[config.mk]
export PLATFORM = sky130hd
export DESIGN_NAME = ci_band_power
export DESIGN_NICKNAME = d
export VERILOG_FILES = /design/src/rtl/ci_pkg.sv /design/src/rtl/ci_band_lookup.sv /design/src/rtl/ci_band_power.sv
export SDC_FILE = /design/constraint.sdc
export NUM_CORES = 1
export LEC_CHECK = 0
export BUFFER_PORTS_ARGS = -buffer_cell sky130_fd_sc_hd__buf_2
export CAP_MARGIN = 20
export CORE_MARGIN = 10
export CORE_UTILIZATION = 50
export CTS_BUF_LIST = sky130_fd_sc_hd__clkbuf_16
export DETAILED_ROUTE_END_ITERATION = 7
export PLACE_DENSITY = 0.72
export SYNTH_ARGS = -nofsm -noshare
export SYNTH_HDL_FRONTEND = slang
export SYNTH_SLANG_ARGS = --single-unit
[constraint.sdc]
create_clock -name clk -period 17.7 [get_ports clk]
set_input_delay 2.655 -clock clk [delete_from_list [all_inputs] [get_ports clk]]
set_output_delay 2.655 -clock clk [all_outputs]
set_load 0.01 [all_outputs]
[src/rtl/ci_pkg.sv]
// Constants and types shared by the EEG path: sample width, FFT length,
// band-id encoding and the default delta/theta/alpha/beta bin boundaries.
package ci_pkg;

    localparam int DATLEN    = 12;
    localparam int FFT_LEN   = 16;
    localparam int ACC_W_DEF = 28;

    typedef enum logic [1:0] {
        BAND_DELTA = 2'd0,
        BAND_THETA = 2'd1,
        BAND_ALPHA = 2'd2,
        BAND_BETA  = 2'd3
    } band_e;

    localparam int B0_LO_DEF = 1;
    localparam int B0_HI_DEF = 2;
    localparam int B1_LO_DEF = 3;
    localparam int B1_HI_DEF = 4;
    localparam int B2_LO_DEF = 5;
    localparam int B2_HI_DEF = 6;
    localparam int B3_LO_DEF = 7;
    localparam int B3_HI_DEF = 8;

    typedef struct packed {
        logic  in_band;
        band_e band_k;
        logic  is_lo;
        logic  is_hi;
    } band_hit_t;

endpackage

[src/rtl/ci_band_lookup.sv]
// Combinational bin-index classifier: which band a bin belongs to and
// whether it opens or closes that band.
module ci_band_lookup
    import ci_pkg::*;
#(
    parameter int BIN_W = 4,
    parameter int B0_LO = ci_pkg::B0_LO_DEF,
    parameter int B0_HI = ci_pkg::B0_HI_DEF,
    parameter int B1_LO = ci_pkg::B1_LO_DEF,
    parameter int B1_HI = ci_pkg::B1_HI_DEF,
    parameter int B2_LO = ci_pkg::B2_LO_DEF,
    parameter int B2_HI = ci_pkg::B2_HI_DEF,
    parameter int B3_LO = ci_pkg::B3_LO_DEF,
    parameter int B3_HI = ci_pkg::B3_HI_DEF
) (
    input  logic [BIN_W-1:0] bin,
    output band_hit_t        hit
);

    localparam int LO [4] = '{B0_LO, B1_LO, B2_LO, B3_LO};
    localparam int HI [4] = '{B0_HI, B1_HI, B2_HI, B3_HI};

    int bin_i;
    assign bin_i = int'(bin);

    // NOTE: every field gets a default before the search loop so no path
    // through the block leaves hit unassigned, which would infer a latch.
    always_comb begin
        hit = '0;
        for (int k = 0; k < 4; k++) begin
            if (bin_i >= LO[k] && bin_i <= HI[k]) begin
                hit.in_band = 1'b1;
                hit.band_k  = band_e'(k[1:0]);
                hit.is_lo   = (bin_i == LO[k]);
                hit.is_hi   = (bin_i == HI[k]);
            end
        end
    end

endmodule

[src/rtl/ci_band_power.sv]
// Squares each real FFT bin and sums the squares over four contiguous bin
// ranges per frame, emitting one power word per band and an end-of-frame strobe.
module ci_band_power #(
    parameter int DATLEN  = ci_pkg::DATLEN,
    parameter int FFT_LEN = ci_pkg::FFT_LEN,
    parameter int ACC_W   = ci_pkg::ACC_W_DEF,
    parameter int B0_LO   = ci_pkg::B0_LO_DEF,
    parameter int B0_HI   = ci_pkg::B0_HI_DEF,
    parameter int B1_LO   = ci_pkg::B1_LO_DEF,
    parameter int B1_HI   = ci_pkg::B1_HI_DEF,
    parameter int B2_LO   = ci_pkg::B2_LO_DEF,
    parameter int B2_HI   = ci_pkg::B2_HI_DEF,
    parameter int B3_LO   = ci_pkg::B3_LO_DEF,
    parameter int B3_HI   = ci_pkg::B3_HI_DEF
) (
    input  logic                     clk,
    input  logic                     reset,
    input  logic                     nd,
    input  logic signed [DATLEN-1:0] real_in,
    input  logic                     resync,
    input  logic                     fft_overflow,
    output logic                     band_valid,
    output logic [1:0]               band_id,
    output logic [ACC_W-1:0]         band_pow,
    output logic                     frame_done,
    output logic                     ovf_seen
);

    import ci_pkg::*;

    localparam int               BIN_W    = (FFT_LEN > 1) ? $clog2(FFT_LEN) : 1;
    localparam int               SQ_W     = 2 * DATLEN;
    localparam logic [BIN_W-1:0] LAST_BIN = BIN_W'(FFT_LEN - 1);

    logic [BIN_W-1:0]       bin_cnt;
    logic [BIN_W-1:0]       cur_bin;
    logic [BIN_W-1:0]       bin_r;
    logic                   v1;
    logic signed [SQ_W-1:0] real_ext;
    logic signed [SQ_W-1:0] prod;
    logic [SQ_W-1:0]        sq_r;
    logic [ACC_W-1:0]       acc;
    logic [ACC_W-1:0]       acc_base;
    logic [ACC_W:0]         acc_sum;
    logic [ACC_W-1:0]       acc_next;
    band_hit_t              hit;

    // A resync in the same cycle as nd makes that sample bin 0 of the new frame.
    assign cur_bin  = resync ? '0 : bin_cnt;

    assign real_ext = SQ_W'(real_in);
    assign prod     = real_ext * real_ext;

    assign acc_base = hit.is_lo ? '0 : acc;
    assign acc_sum  = {1'b0, acc_base} + (ACC_W + 1)'(sq_r);
    assign acc_next = acc_sum[ACC_W] ? '1 : acc_sum[ACC_W-1:0];

    ci_band_lookup #(
        .BIN_W (BIN_W),
        .B0_LO (B0_LO), .B0_HI (B0_HI),
        .B1_LO (B1_LO), .B1_HI (B1_HI),
        .B2_LO (B2_LO), .B2_HI (B2_HI),
        .B3_LO (B3_LO), .B3_HI (B3_HI)
    ) u_lookup (
        .bin (bin_r),
        .hit (hit)
    );

    // NOTE: non-blocking assignments throughout, so every stage reads the
    // previous cycle's value of the stage before it regardless of statement order.
    always_ff @(posedge clk) begin
        if (reset) begin
            bin_cnt    <= '0;
            bin_r      <= '0;
            sq_r       <= '0;
            v1         <= 1'b0;
            acc        <= '0;
            band_valid <= 1'b0;
            band_id    <= '0;
            band_pow   <= '0;
            frame_done <= 1'b0;
            ovf_seen   <= 1'b0;
        end else begin
            band_valid <= 1'b0;
            frame_done <= 1'b0;
            v1         <= nd;

            if (fft_overflow) begin
                ovf_seen <= 1'b1;
            end

            if (resync) begin
                bin_cnt <= '0;
                acc     <= '0;
            end

            if (nd) begin
                bin_cnt <= (cur_bin == LAST_BIN) ? '0 : cur_bin + 1'b1;
                bin_r   <= cur_bin;
                sq_r    <= prod;
            end

            // The stage-1 sample in flight during a resync is discarded.
            if (v1 && !resync) begin
                if (hit.in_band) begin
                    acc <= acc_next;
                    if (hit.is_hi) begin
                        band_valid <= 1'b1;
                        band_id    <= hit.band_k;
                        band_pow   <= acc_next;
                    end
                end
                if (bin_r == LAST_BIN) begin
                    frame_done <= 1'b1;
                end
            end
        end
    end

endmodule

== Yosys cells after proc, flatten, opt, wreduce, memory -nomap -nowiden ==
Index checks and enable logic that the tools add are counted.
Widths: inputs -> output; s select.

* Word-level logic and storage cells: 56
* Bits in registers: 94
* Output and inout port bits: 33
* Input port bits: 17

* $add $sub $neg: 2
* Bitwise logic cells: 2
* Muxes and demuxes: 14
* Reductions and logical operators: 9
* Multipliers: 1
* Equality and inequality tests: 10
* Magnitude comparators: 8

{| class="wikitable"
|+ Operators by type and width
! cell !! count
|-
| $mux 28 || 5
|-
| $add 28x24->29 || 1
|-
| $eq 4x4->1 const B || 7
|-
| $mul 12x12->24 || 1
|-
| $mux 5 || 4
|-
| $mux 4 || 3
|-
| $eq 4x3->1 const B || 2
|-
| $ge 4x3->1 const B || 2
|-
| $le 4x3->1 const B || 2
|-
| $logic_and 1x1->1 || 5
|-
| $add 4x1->4 const B || 1
|-
| $eq 4x2->1 const B || 1
|-
| $ge 4x1->1 const B || 1
|-
| $ge 4x2->1 const B || 1
|-
| $le 4x2->1 const B || 1
|-
| $le 4x4->1 const B || 1
|-
| $reduce_and 3->1 || 1
|-
| $reduce_or 3->1 || 1
|-
| $mux 1 || 2
|-
| $not 1->1 || 2
|-
| $reduce_or 2->1 || 1
|-
| $logic_not 1->1 || 1
|}

== Logic depth before layout (Yosys ltp) ==
* Word-level depth: 11
* Depth in mapped cells: 23

== Modules after synthesis ==
From an unflattened synthesis, not the netlist that was laid out.

* Cell total of the unflattened synthesis: 1197
* Area total of the unflattened synthesis: 10153.5 um2

{| class="wikitable"
|+ Modules (own cells, without submodules)
! module !! times used !! area an instance (um2) !! cells each !! seq. area each (um2)
|-
| ci_band_power || 1 || 10069.7 || 1184 || 1861.8
|-
| ci_band_lookup || 1 || 83.8 || 13 || 0.0
|}

== Least setup slack after synthesis ==
OpenSTA, ideal clock, no wires.

* Path kind: in2reg
* Start point: input real_in[4]
* End point: register sq_r[17]
* Cell stages on the path: 23
* Path buffers: 1
* Arrival time: 7.754 ns
* Path slack: 9.840 ns
* Cells stage by stage: clkbuf_1 -> inv_1 -> nor2_1 -> inv_1 -> fa_1 -> inv_1 -> fa_1 -> inv_1 -> fa_1 -> inv_1 -> fa_1 -> inv_1 -> fa_1 -> inv_1 -> ha_1 -> and3_1 -> o21a_1 -> o31ai_1 -> a21oi_1 -> a21o_1 -> a21oi_1 -> or4b_2 -> o311ai_0

* Longest elaborated chain between the ends: 1

{| class="wikitable"
|+ Ends and longest elaborated chain
! what !! RTL line !! RTL
|-
| start, declared || ci_band_power.sv:19 || <nowiki>input logic signed [DATLEN-1:0] real_in,</nowiki>
|-
| $mul 12x12->24 || ci_band_power.sv:52 || <nowiki>assign prod = real_ext * real_ext;</nowiki>
|-
| end signal, assigned || ci_band_power.sv:100 || <nowiki>sq_r <= prod;</nowiki>
|-
| end, declared || ci_band_power.sv:41 || <nowiki>logic [SQ_W-1:0] sq_r;</nowiki>
|}

Every way passes these cells.
A chain may end at the register's enable or synchronous reset.

== Worst setup path in the final report ==
* Start point: input real_in[11]
* End point: register sq_r[17]

Same word-level chain as after synthesis.

==> results.md <==
* Clock Latency Late Sink at roughly 350 ps
* CTS tree: yes
* Post-CTS Hold Buffers at 0
* Clock sink count at 93
* Post-route cell area at about 11000 µm²
* Buf/Inv on CP at 6
* HP Start: band_pow[26]$_SDFFE_PP0P_
* Worst EP arrival at roughly 8100 ps
* Seq. cell area at 1860 µm²
* CTS Buf Count at 9
* DR WL/cell at ~14 µm
* Status: completed
* Slew @ Worst Pin at 1010 ps
* Core area at approximately 19000 µm²
* Peak VDD IR at ~0.14 mV
* Longest Clk Path Bufs at 2
* Final Setup Violations at 0
* Final Hold Viols at 0
* Initial antenna violation count at 0
* Avg Cell Area, Syn at 8.66 µm²
* Critical path class: primary input to register
* Max Cap Viol at 0
* Multi-input gate area at 7030 µm²
* Crit path largest cell delay at ~610 ps
* Post-DP Area at 10300 µm²
* Post-synth EDFFs at 0
* Worst setup margin at between 9000 and 10000 ps
* Tcrit/Tclk final at 44.4%
* Lkg Pwr at 0.00510 µW
* Startpoint class of the critical path: primary input
* Register area share after synthesis at 18.8%
* Initial Util at roughly 51%
* Largest net degree at the start of global routing at 70
* Critical path's slowest cell: or4b_2
* CTS H-tree lvls at 3
* # diodes at 0
* Relative slew slack at 32.5%
* Post-synthesis cell count at between 1000 and 1500
* WHS Endpoint: band_pow[26]$_SDFFE_PP0P_
* Fill cells at 1811
* Final core occ at 54.3%
* FP Rows at just over 50
* Routed wire length at between 15000 and 20000 µm
* Final Slew Violations at 0
* Drt first pass iters at 4
* Tmin final at around 7900 ps
* Antenna Nets Post-Route at 0
* Ports at 50
* Pre-CTS WS at 9470 ps
* Die Height at between 150 and 200 µm
* Tot Pwr at roughly 1600 µW
* Ratio of cells with drive above 1 in the final layout at 7.65%
* Synth warn at 0
* Synthesized area at just under 10000 µm²
* RR Endpoint: band_pow[10]$_SDFFE_PP0P_
* Syn Nets at about 1400
* CP Cell Sequence: buf_2 > clkinv_1 > nor2_1 > fa_1 > fa_1 > inv_1 > fa_1 > inv_1 > fa_1 > inv_1 > fa_1 > inv_1 > ha_1 > and3_1 > o21a_1 > o31ai_1 > a21oi_1 > a21o_1 > a21oi_1 > or4b_2 > o311ai_0
* Post-CTS sizing at 0
* Total GRT Usage at 16.4%
* Critical Path End Type: register
* Post-layout nets at 1380
* Post-CTS Setup Bufs at 0
* Clock slew at reported path FFs at ~70 ps
* Hold crit path type: register to register
* Area grow syn2layout at 7.07%
* Synth area leader: fa_1
* First-pass GRT wire length at roughly 36000 µm
* Most common cell on crit path: fa_1
* Port bufs at ~50
* Req. time, crit path at 17940 ps
* Reg2reg path depth at 13
* FFs w/ async S/R, synth at 0%
* Synth top area cells: fa_1, dfxtp_1, ha_1
* DR vias at approximately 7500
* CTS Root Cell: clkbuf_16
* RSZ-0062 raised after global routing: false
* Worst Path Max Fanout at 14
* Crit-path leading delay family: adder cells
* Vias in the first global route at approximately 7900
* Die area at between 20000 and 30000 µm²
* Fin Setup TNS at 0 ps
* Clk_skew at between 6 and 7 ps
* Average via count per standard cell at around 5.3
* Flop-to-flop setup slack at 13840 ps
* Synth Flop Type: dfxtp_1
* Hpwl dp at 15900 µm
* DIE WIDTH at roughly 160 µm
* Grt ovf at 0
* Worst hold path depth at 2
* F_max at 127 MHz
* Post-synth top area share at between 20% and 30%
* Synth cell types at 66
* PwrDens at roughly 150 nW/µm²
* RR Startpoint: bin_r[3]$_SDFFE_PP0P_
* DRT iter0 DRCs at 351
* Synth Register Bits at 93
* Residual DRC at 0
* GP Congestion at between 0.8 and 0.9
-- cell families after synthesis --
group,Yosys count,share of synthesized area (%)
and+or+nand+nor,324,16.1
xor gates and xnor gates,49,4.34
AOI/OAI and AO/OA,200,13.5
buffers and inverters,250,9.95
DFF,93,18.8
muxes,21,2.14
adders and majority gates,204,35.2
-- metal layers --
layer	global-route usage [%]	share of wire, %	up-vias
met3	2.22	2.9	19
met4	3.13	1.1	0
met1	20.1	44	3665
met2	29.9	52	98
li1	-	-	3735
met5	0	0	-
-- layout make-up --
type,count,area share (%)
Inverter,203,7.20
Clock inverter,7,0.757
Clock buffer,9,2.13
Sequential cell,93,17.6
Multi-Input combinational cell,798,66.5
Timing Repair Buffer,54,2.67
Tap cell,265,3.13
-- sequential cells by signal, indices dropped and copies added (netlist names) --
register and count:
band_valid 1, v1 1, ovf_seen 1, acc 28, bin_r 4, bin_cnt 4, sq_r 23, band_id 2
frame_done 1, band_pow 28
-- cell usage in the layout (no fill, tap or decap), types with 7 or more instances in the layout --
master     Yosys  final
a211oi_1      45     45
o21ai_0       30     30
nand3_1       12     12
nor2_1       127    127
xor2_1        18     18
o211ai_1       8      8
ha_1          81     81
clkbuf_16      0      9
buf_2          3     49
and2_1        67     67
nand2b_1      10     10
a21o_1        15     15
a31oi_1        7      7
dfxtp_1       93     93
and3_1         7      7
xnor2_1       31     31
nor3_1        16     16
fa_1         123    123
nand2_1       53     53
inv_1        202    202
a21oi_1       54     54
mux2i_1       20     20
-- worst max path at each step --
stage,start,endpoint,slack (ps),depth (start not counted)
floorplan,real_in[4],sq_r[17]$_SDFFE_PP0P_,9840,23
global placement,real_in[11],sq_r[17]$_SDFFE_PP0P_,9580,21
detailed placement,real_in[11],sq_r[17]$_SDFFE_PP0P_,9470,21
CTS,real_in[11],sq_r[17]$_SDFFE_PP0P_,9840,21
global route,real_in[11],sq_r[20]$_SDFFE_PP0P_,9450,21
finish,real_in[11],sq_r[17]$_SDFFE_PP0P_,9830,21
-- synthesized netlist by cell type (all sizes together) (12+ instances only) --
master / instances
clkbuf: 33
mux2i: 20
and2: 67
o21ai: 30
xor2: 18
nor3: 18
ha: 81
dfxtp: 93
nand3: 12
xnor2: 31
a21oi: 56
fa: 123
nand2: 53
buf: 14
a21o: 17
inv: 202
a211oi: 46
nor2: 127
-- where the power goes --
part | leakage (µW) | total (µW) | internal, µW | switching (µW)
Combinational | 0.00420 | 1190 | 529 | 659
Sequential | 0.000755 | 240 | 229 | 10.5
Clock | 0.000150 | 201 | 112 | 89.6
Total | 0.00510 | 1630 | 870 | 759
-- tightest hold or removal path: cells and delay by family (launching register included) --
kind,cells,cell delay [ps]
flip-flops,1,330
AND/OR/NAND/NOR,2,100
-- through the flow --
stage          hold WS, ps  cells
3_3_place_gp           443   1413
5_1_grt                492   1429
3_5_place_dp           443   1413
2_1_floorplan          445   1141
6_report               456   1429
4_1_cts                459   1429
Note: power is estimated with default switching activity, not from simulation.
